## config.mk

```make
export PLATFORM = sky130hd
export DESIGN_NAME = pipe_adder_flat
export DESIGN_NICKNAME = d
export VERILOG_FILES = /design/src/rtl/pipe_adder_if.sv /design/src/rtl/pipe_adder.sv /design/src/flat_wrapper.sv
export SDC_FILE = /design/constraint.sdc
export NUM_CORES = 1
export LEC_CHECK = 0
export ABC_AREA = 1
export CAP_MARGIN = 25
export CORE_AREA = 5 5 151 153
export CTS_BUF_LIST = sky130_fd_sc_hd__clkbuf_4
export CTS_CLUSTER_SIZE = 16
export DETAILED_ROUTE_END_ITERATION = 16
export DIE_AREA = 0 0 156 158
export HOLD_SLACK_MARGIN = 0.05
export PLACE_DENSITY_LB_ADDON = 0.3
export SLEW_MARGIN = 30
export SYNTH_ARGS = -nofsm -noshare
export SYNTH_HDL_FRONTEND = slang
export SYNTH_SLANG_ARGS = --single-unit
```

## constraint.sdc

```tcl
create_clock -name clock -period 13.1 [get_ports clock]
set_input_delay 1.965 -clock clock [delete_from_list [all_inputs] [get_ports clock]]
set_output_delay 1.965 -clock clock [all_outputs]
set_load 0.1 [all_outputs]
```

## src/rtl/pipe_adder_if.sv

```systemverilog
// pipe_adder_if -- operand/result handshake bundle for pipe_adder.
//   master : drives in_valid/in1/in2/c_in[/sub] and out_ready;
//            observes in_ready, out_valid, sum, c_out, overflow.
//   slave  : the adder side of the same signals.
// Optional macro SUB_MODE_EN adds the subtract-select signal "sub".
interface pipe_adder_if #(
  parameter int unsigned WIDTH = 32
);
  logic             in_valid;
  logic             in_ready;
  logic [WIDTH-1:0] in1;
  logic [WIDTH-1:0] in2;
  logic             c_in;
`ifdef SUB_MODE_EN
  logic             sub;
`endif
  logic             out_valid;
  logic             out_ready;
  logic [WIDTH-1:0] sum;
  logic             c_out;
  logic             overflow;

`ifdef SUB_MODE_EN
  modport master (
    output in_valid, in1, in2, c_in, sub, out_ready,
    input  in_ready, out_valid, sum, c_out, overflow
  );
  modport slave (
    input  in_valid, in1, in2, c_in, sub, out_ready,
    output in_ready, out_valid, sum, c_out, overflow
  );
`else
  modport master (
    output in_valid, in1, in2, c_in, out_ready,
    input  in_ready, out_valid, sum, c_out, overflow
  );
  modport slave (
    input  in_valid, in1, in2, c_in, out_ready,
    output in_ready, out_valid, sum, c_out, overflow
  );
`endif
endinterface

```

## src/rtl/pipe_adder.sv

```systemverilog
// pipe_adder -- STAGES-deep ripple-carry pipelined adder with valid/ready flow.
//   clock : sole clock, rising edge
//   reset : synchronous, active-high
//   bus   : pipe_adder_if.slave (operand beat in, result beat out)
// Stage k adds operand bits [k*SEG +: SEG] with the registered carry of
// stage k-1. The whole pipe advances together; it freezes only while a
// result is presented and not taken (in_ready mirrors the advance enable).
// Optional macro SUB_MODE_EN: sub=1 computes in1 - in2 (B inverted, carry-in 1).
module pipe_adder #(
  parameter int unsigned WIDTH  = 32,
  parameter int unsigned STAGES = 4
) (
  input logic        clock,
  input logic        reset,
  pipe_adder_if.slave bus
);
  localparam int unsigned SEG = WIDTH / STAGES;

  // Stage registers.
  logic [WIDTH-1:0] a_q  [STAGES];
  logic [WIDTH-1:0] b_q  [STAGES];
  logic [WIDTH-1:0] s_q  [STAGES];
  logic             cy_q [STAGES];
  logic             v_q  [STAGES];

  // Chain view: index 0 is the input beat, index k+1 is stage k's register.
  // This lets stage k read "its predecessor" as index k with no special case.
  logic [WIDTH-1:0] a_c  [STAGES+1];
  logic [WIDTH-1:0] b_c  [STAGES+1];
  logic [WIDTH-1:0] s_c  [STAGES+1];
  logic             cy_c [STAGES+1];
  logic             v_c  [STAGES+1];

  logic [WIDTH-1:0] s_d    [STAGES];
  logic             cy_d   [STAGES];
  logic [SEG:0]     seg_sum[STAGES];

  logic [WIDTH-1:0] b_eff;
  logic             c_eff;
  logic             adv;

  always_comb begin
`ifdef SUB_MODE_EN
    b_eff = bus.sub ? ~bus.in2 : bus.in2;
    c_eff = bus.sub ? 1'b1 : bus.c_in;
`else
    b_eff = bus.in2;
    c_eff = bus.c_in;
`endif
  end

  always_comb begin
    a_c[0]  = bus.in1;
    b_c[0]  = b_eff;
    s_c[0]  = '0;
    cy_c[0] = c_eff;
    v_c[0]  = bus.in_valid;
    for (int unsigned k = 0; k < STAGES; k++) begin
      a_c[k+1]  = a_q[k];
      b_c[k+1]  = b_q[k];
      s_c[k+1]  = s_q[k];
      cy_c[k+1] = cy_q[k];
      v_c[k+1]  = v_q[k];
    end
  end

  always_comb begin
    for (int unsigned k = 0; k < STAGES; k++) begin
      seg_sum[k] = {1'b0, a_c[k][k*SEG +: SEG]}
                 + {1'b0, b_c[k][k*SEG +: SEG]}
                 + (SEG+1)'(cy_c[k]);
      s_d[k] = s_c[k];
      s_d[k][k*SEG +: SEG] = seg_sum[k][SEG-1:0];
      cy_d[k] = seg_sum[k][SEG];
    end
  end

  assign adv = !(v_c[STAGES] && !bus.out_ready);

  // Bubbles advance only their valid bit; data registers keep the last
  // real beat so idle inputs never disturb the visible result.
  always_ff @(posedge clock) begin
    if (reset) begin
      for (int unsigned k = 0; k < STAGES; k++) begin
        v_q[k]  <= 1'b0;
        a_q[k]  <= '0;
        b_q[k]  <= '0;
        s_q[k]  <= '0;
        cy_q[k] <= 1'b0;
      end
    end else if (adv) begin
      for (int unsigned k = 0; k < STAGES; k++) begin
        v_q[k] <= v_c[k];
        if (v_c[k]) begin
          a_q[k]  <= a_c[k];
          b_q[k]  <= b_c[k];
          s_q[k]  <= s_d[k];
          cy_q[k] <= cy_d[k];
        end
      end
    end
  end

  assign bus.in_ready  = adv;
  assign bus.out_valid = v_c[STAGES];
  assign bus.sum       = s_c[STAGES];
  assign bus.c_out     = cy_c[STAGES];
  // Carry into the MSB is recovered as a ^ b ^ sum at that bit.
  assign bus.overflow  = a_c[STAGES][WIDTH-1] ^ b_c[STAGES][WIDTH-1]
                       ^ s_c[STAGES][WIDTH-1] ^ cy_c[STAGES];
endmodule

```

## src/flat_wrapper.sv

```systemverilog
// flat-port wrapper written by rule: the top's interface ports become plain ports
module pipe_adder_flat 
#(
  parameter int unsigned WIDTH  = 32,
  parameter int unsigned STAGES = 4
)
  (clock, reset, bus_in_valid, bus_in1, bus_in2, bus_c_in, bus_out_ready, bus_in_ready, bus_out_valid, bus_sum, bus_c_out, bus_overflow);
  pipe_adder_if #(.WIDTH(WIDTH)) bus_i ();
  input logic clock;
  input logic reset;
  input wire logic [$bits(bus_i.in_valid)-1:0] bus_in_valid;
  input wire logic [$bits(bus_i.in1)-1:0] bus_in1;
  input wire logic [$bits(bus_i.in2)-1:0] bus_in2;
  input wire logic [$bits(bus_i.c_in)-1:0] bus_c_in;
  input wire logic [$bits(bus_i.out_ready)-1:0] bus_out_ready;
  output wire logic [$bits(bus_i.in_ready)-1:0] bus_in_ready;
  output wire logic [$bits(bus_i.out_valid)-1:0] bus_out_valid;
  output wire logic [$bits(bus_i.sum)-1:0] bus_sum;
  output wire logic [$bits(bus_i.c_out)-1:0] bus_c_out;
  output wire logic [$bits(bus_i.overflow)-1:0] bus_overflow;
  assign bus_i.in_valid = bus_in_valid;
  assign bus_i.in1 = bus_in1;
  assign bus_i.in2 = bus_in2;
  assign bus_i.c_in = bus_c_in;
  assign bus_i.out_ready = bus_out_ready;
  assign bus_in_ready = bus_i.in_ready;
  assign bus_out_valid = bus_i.out_valid;
  assign bus_sum = bus_i.sum;
  assign bus_c_out = bus_i.c_out;
  assign bus_overflow = bus_i.overflow;
  pipe_adder #(.WIDTH(WIDTH), .STAGES(STAGES)) u_core (.clock(clock), .reset(reset), .bus(bus_i));
endmodule
```

Word level (Yosys, flattened, before mapping)
Memories as Yosys holds them, arrays and structs flattened.
Index checks and enable logic that the tools add are counted.
{ "word_totals": {"ff_bits": 0, "mem_bits_rw": 392, "input_bits": 69, "elab_cells": 80, "n_memories": 5} }
{ "op_classes": {"addsub": 8, "mux": 41, "bitwise": 23, "reduce_logical": 3} }
{ "memory_table": {"columns": ["memory", "depth", "word_bits", "rd", "rd_clocked_by_memory_dff", "wr", "line_no", "rtl"], "rows": [
  ["u_core.a_q", 4, 32, 4, 0, 4, "pipe_adder.sv:20", "logic [WIDTH-1:0] a_q [STAGES];"],
  ["u_core.b_q", 4, 32, 4, 0, 4, "pipe_adder.sv:21", "logic [WIDTH-1:0] b_q [STAGES];"],
  ["u_core.s_q", 4, 32, 4, 0, 4, "pipe_adder.sv:22", "logic [WIDTH-1:0] s_q [STAGES];"],
  ["u_core.cy_q", 4, 1, 4, 0, 4, "pipe_adder.sv:23", "logic cy_q [STAGES];"],
  ["u_core.v_q", 4, 1, 4, 0, 4, "pipe_adder.sv:24", "logic v_q [STAGES];"]
]} }
{ "op_table": {"columns": ["op", "count"], "rows": [
  ["32-bit two-way mux", 12],
  ["8-bit by 8-bit adder with 9-bit output", 4],
  ["9-bit by 1-bit adder with 9-bit output", 4],
  ["1-bit two-way mux", 29],
  ["1-bit OR", 20],
  ["1-bit bitwise XOR", 3],
  ["1-bit zero test", 2],
  ["1-bit logical AND", 1]
]} }

Depth between registers and ports, before layout
{ "depth": {"depth_word": 6, "mapped_depth": 9, "ltp_nobuf": 9} }

Least setup slack after synthesis
OpenSTA, ideal clock, no wires.
{ "synth_path": {"path_type": "in2reg", "start": "input port bus_out_ready", "end": "memory u_core.a_q[0][10], enable pin", "setup_time_ps": 551, "t_arrival_ps": 6050, "t_required_ps": 12549, "slack_ps": 6499, "stages": 2, "cell_sequence": "nor2_4 o21ai_0"} }
{ "synth_lines": {"columns": ["item", "line_no", "rtl"], "rows": [
  ["start: declaration", "flat_wrapper.sv:15", "input wire logic [$bits(bus_i.out_ready)-1:0] bus_out_ready;"],
  ["end: declaration", "pipe_adder.sv:20", null]
]} }

Worst setup path after layout
{ "layout_path": {"start": "input port bus_out_ready", "end": "output port bus_in_ready"} }
{ "layout_between": {"elab_chain_cells": 3} }
{ "layout_lines": {"columns": ["item", "line_no", "rtl"], "rows": [
  ["1-bit zero test", "pipe_adder.sv:78", "assign adv = !(v_c[STAGES] && !bus.out_ready);"],
  ["1-bit logical AND", "pipe_adder.sv:78", null],
  ["1-bit zero test", "pipe_adder.sv:78", null],
  ["end: declaration", "flat_wrapper.sv:16", "output wire logic [$bits(bus_i.in_ready)-1:0] bus_in_ready;"]
]} }
Every way passes these cells.

==> results.cfg <==
[run_status]
status = complete, no violations

[clock_network]
htree_levels = 4
clk_pin_slew_ns = 0.16
cts_tree = done
clockBufferDepth = 2
cts_inserted_buffers = 17
cts-root-buf = clkbuf_4
cts_setup_buffers = 0
cts-resized-gates = 0
clkSinkCount = 186
hold_buffers = 0
insertion_delay_ns = 0.56

[routing]
drc_errors = 0
vias_per_cell = 4.15
drt_wl_total_um = 13300
dr.first_iter.drc_count = 204
wl_per_cell_um = 10.8
final_antenna_net_count = 0
dr.pass1.iters = 4
dr_total_vias = 5133

[logic_synthesis]
ys.flop_type = edfxtp_1
synth_area_leader_cell = edfxtp_1
synth_seq_cells = 186
synthDistinctLibCells = 29
syn-num-nets = 967
synth_top_family_by_area = simple AND/OR/NAND/NOR gates
synth-edff-count = 186
yosysTopAreaCellShare_pct = 59.9
synth_fa_ha_area_share_pct = 5.47
syn_area_per_cell_um2 = 10.8
muxShareOfSynthArea_pct = 0
yosysSeqAreaShare_pct = 59.9
async_reset_ff_share_pct = 0
synthesis.area_mm2 = 0.00933
synth_cells = 862
synth_xor_area_share_pct = 0.375
yosys.area_share.simple_pct = 18.9
synth_compound_area_share_pct = 2.39
yosysWarnings = 0
synth_area_leaders = edfxtp_1 (60%), inv_1 (8.3%), nor2_1 (5.0%)

[critical_path]
r2r_start = u_core.v_q[3]$_DFFE_PP_
worstPathRequired_ns = 11.14
crit_slowest_cell = clkdlybuf4s50_1
slowest_delay_ns = 0.97
timing.rr.end = u_core.s_q[0][6]$_SDFFCE_PN0P_
cp.arrival_ns = 3.84
cp-end-kind = output pin
reg2reg_slack_ns = 11.17
reg2regPathDepth = 7
cp_cell_sequence = clkdlybuf4s50_1 -> nor2_4 -> inv_1 -> clkdlybuf4s50_1
cp-start-kind = input pin
criticalPathCategory = in2out
crit_fanout = 7
cp_common_cell = clkdlybuf4s50_1
worstSetupStartpoint = bus_out_ready

[global_route]
grt_pass1_wl_um = 23200
grt_max_degree = 58
antenna_found_initial = 1
track_usage_pct = 11.7
grt_pass1_vias = 4889
grt_overflow = 0

[sta]
tns_ns = 0
holdWs_ns = 0.552
skew_ns = 0.0208
fin_crit_sh_pct = 44.3
period_needed_ns = 5.81
drv_slew = 0
slew_headroom_pct = 34.3
worst_pin_slew_ns = 0.983
finalSetupViolCount = 0
fmax_mhz = 172
rsz0062_at_grt = no
fin_ws_ns = 7.29
hold_viol = 0

[min_path]
hold_end = u_core.a_q[0][89]$_SDFFCE_PN0P_
whs_path_depth = 2
min_from = u_core.a_q[0][57]$_SDFFCE_PN0P_
hp-class = reg2reg

[placement]
dp_slack_ns = 7.28
hpwlAfterDp_um = 9900
portBuffers = 104
place_congestion = 0.834
dp.cells = 1204

[pwr]
vdd_drop_max_v = 0.0000512
power.leakage_nw = 4.48
power.density_mw_per_mm2 = 116
netSwitchingFraction_pct = 29.6
p_int_w = 0.000876
power.net_switching_w = 0.000368
seqPwrFrac_pct = 57.2
combPwrFrac_pct = 17.1
clockPowerShare_pct = 25.7

[finish]
fin_nets = 1048
layout_commonest_cell = inv_1
final_cell_mix = inv_1 (206), edfxtp_1 (186), nor2_1 (125)
area_growth_pct = 15.2
fin_util_pct = 50.2
final_cells = 1237
final_layout_size_suffix_gt1_share_pct = 14.4

[floorplan]
num_rows = 54
die_h_um = 158
die_w_um = 156
dieArea_mm2 = 0.0246
ios = 105
start_util_pct = 43.6
core_mm2 = 0.0214

[run]
drv_cap = 0
[worst max-delay path by stage]
| stage | end | slack (ns) |
|---|---|---|
| 2_1_floorplan | u_core.a_q[0][10]$_SDFFCE_PN0P_ | 6.50 |
| 3_3_place_gp | bus_in_ready | 7.27 |
| 3_5_place_dp | bus_in_ready | 7.28 |
| 4_1_cts | bus_in_ready | 7.27 |
| 5_1_grt | bus_in_ready | 7.20 |
| 6_report | bus_in_ready | 7.29 |
[worst max-delay path, delay by kind of cell]
family	cells	cell delay (ns)
buffers and inverters	3	1.49
and+or+nand+nor	1	0.38
[cell type report]
cell class                      instances  area [µm²]
Antenna cell                            1        2.50
Fill cell                            1916       10700
Clock buffer                           17         128
Tap cell                              280         350
Sequential cell                       186        5590
Multi-Input combinational cell        419        2580
Inverter                              210         806
Timing Repair Buffer                  109        1130
Clock inverter                         15         173
[layer usage]
| metal | vias to the layer above | wire, µm | global-route usage, % |
|---|---|---|---|
| li1 | 2796 | - | - |
| met1 | 2212 | 6540 | 16.6 |
| met2 | 114 | 5960 | 17.7 |
| met3 | 11 | 649 | 2.68 |
| met4 | 0 | 168 | 4.34 |
| met5 | - | 0 | 0 |
[logic make-up after synthesis]
family | Yosys count
AOI/OAI and AO/OA | 39
xor gates and xnor gates | 4
adders and majority gates | 36
buffers and inverters | 257
DFF | 186
and+or+nand+nor | 340
[cell usage after synthesis (3+ instances only)]
master and n:
buf_12 3, nor2_4 32, o21a_1 4, nand2_1 100
buf_6 6, buf_4 32, a21oi_1 25, and2_1 4
ha_1 28, inv_1 206, edfxtp_1 186, nor2_1 125
nand3b_1 4, buf_2 5, fa_1 8, o21ai_0 4
o21bai_1 4, or2_2 7, nor2_8 4, nand3_1 16
nor2_2 47
[power by group through the flow]
stage | Combinational, W | Sequential (W) | Clock (W)
2_1_floorplan | 0.000162 | 0.000728 | 0
5_1_grt | 0.000235 | 0.000716 | 0.000357
4_1_cts | 0.000215 | 0.000712 | 0.000333
3_5_place_dp | 0.000215 | 0.000726 | 0
3_3_place_gp | 0.000209 | 0.000725 | 0
6_report | 0.000212 | 0.000711 | 0.000320
[flip-flops by register name, summed over array words and instances (netlist names)]
| register | flops |
|---|---|
| u_core.s_q | 80 |
| u_core.a_q | 49 |
| u_core.v_q | 4 |
| u_core.cy_q | 4 |
| u_core.b_q | 49 |
[per-stage QoR]
step	power, W	cell area (µm²)
3_5_place_dp	0.000940	10500
3_3_place_gp	0.000934	10400
4_1_cts	0.00126	10800
6_report	0.00124	10800
5_1_grt	0.00131	10800
2_1_floorplan	0.000890	9330
(Power assumes the default switching activity.)
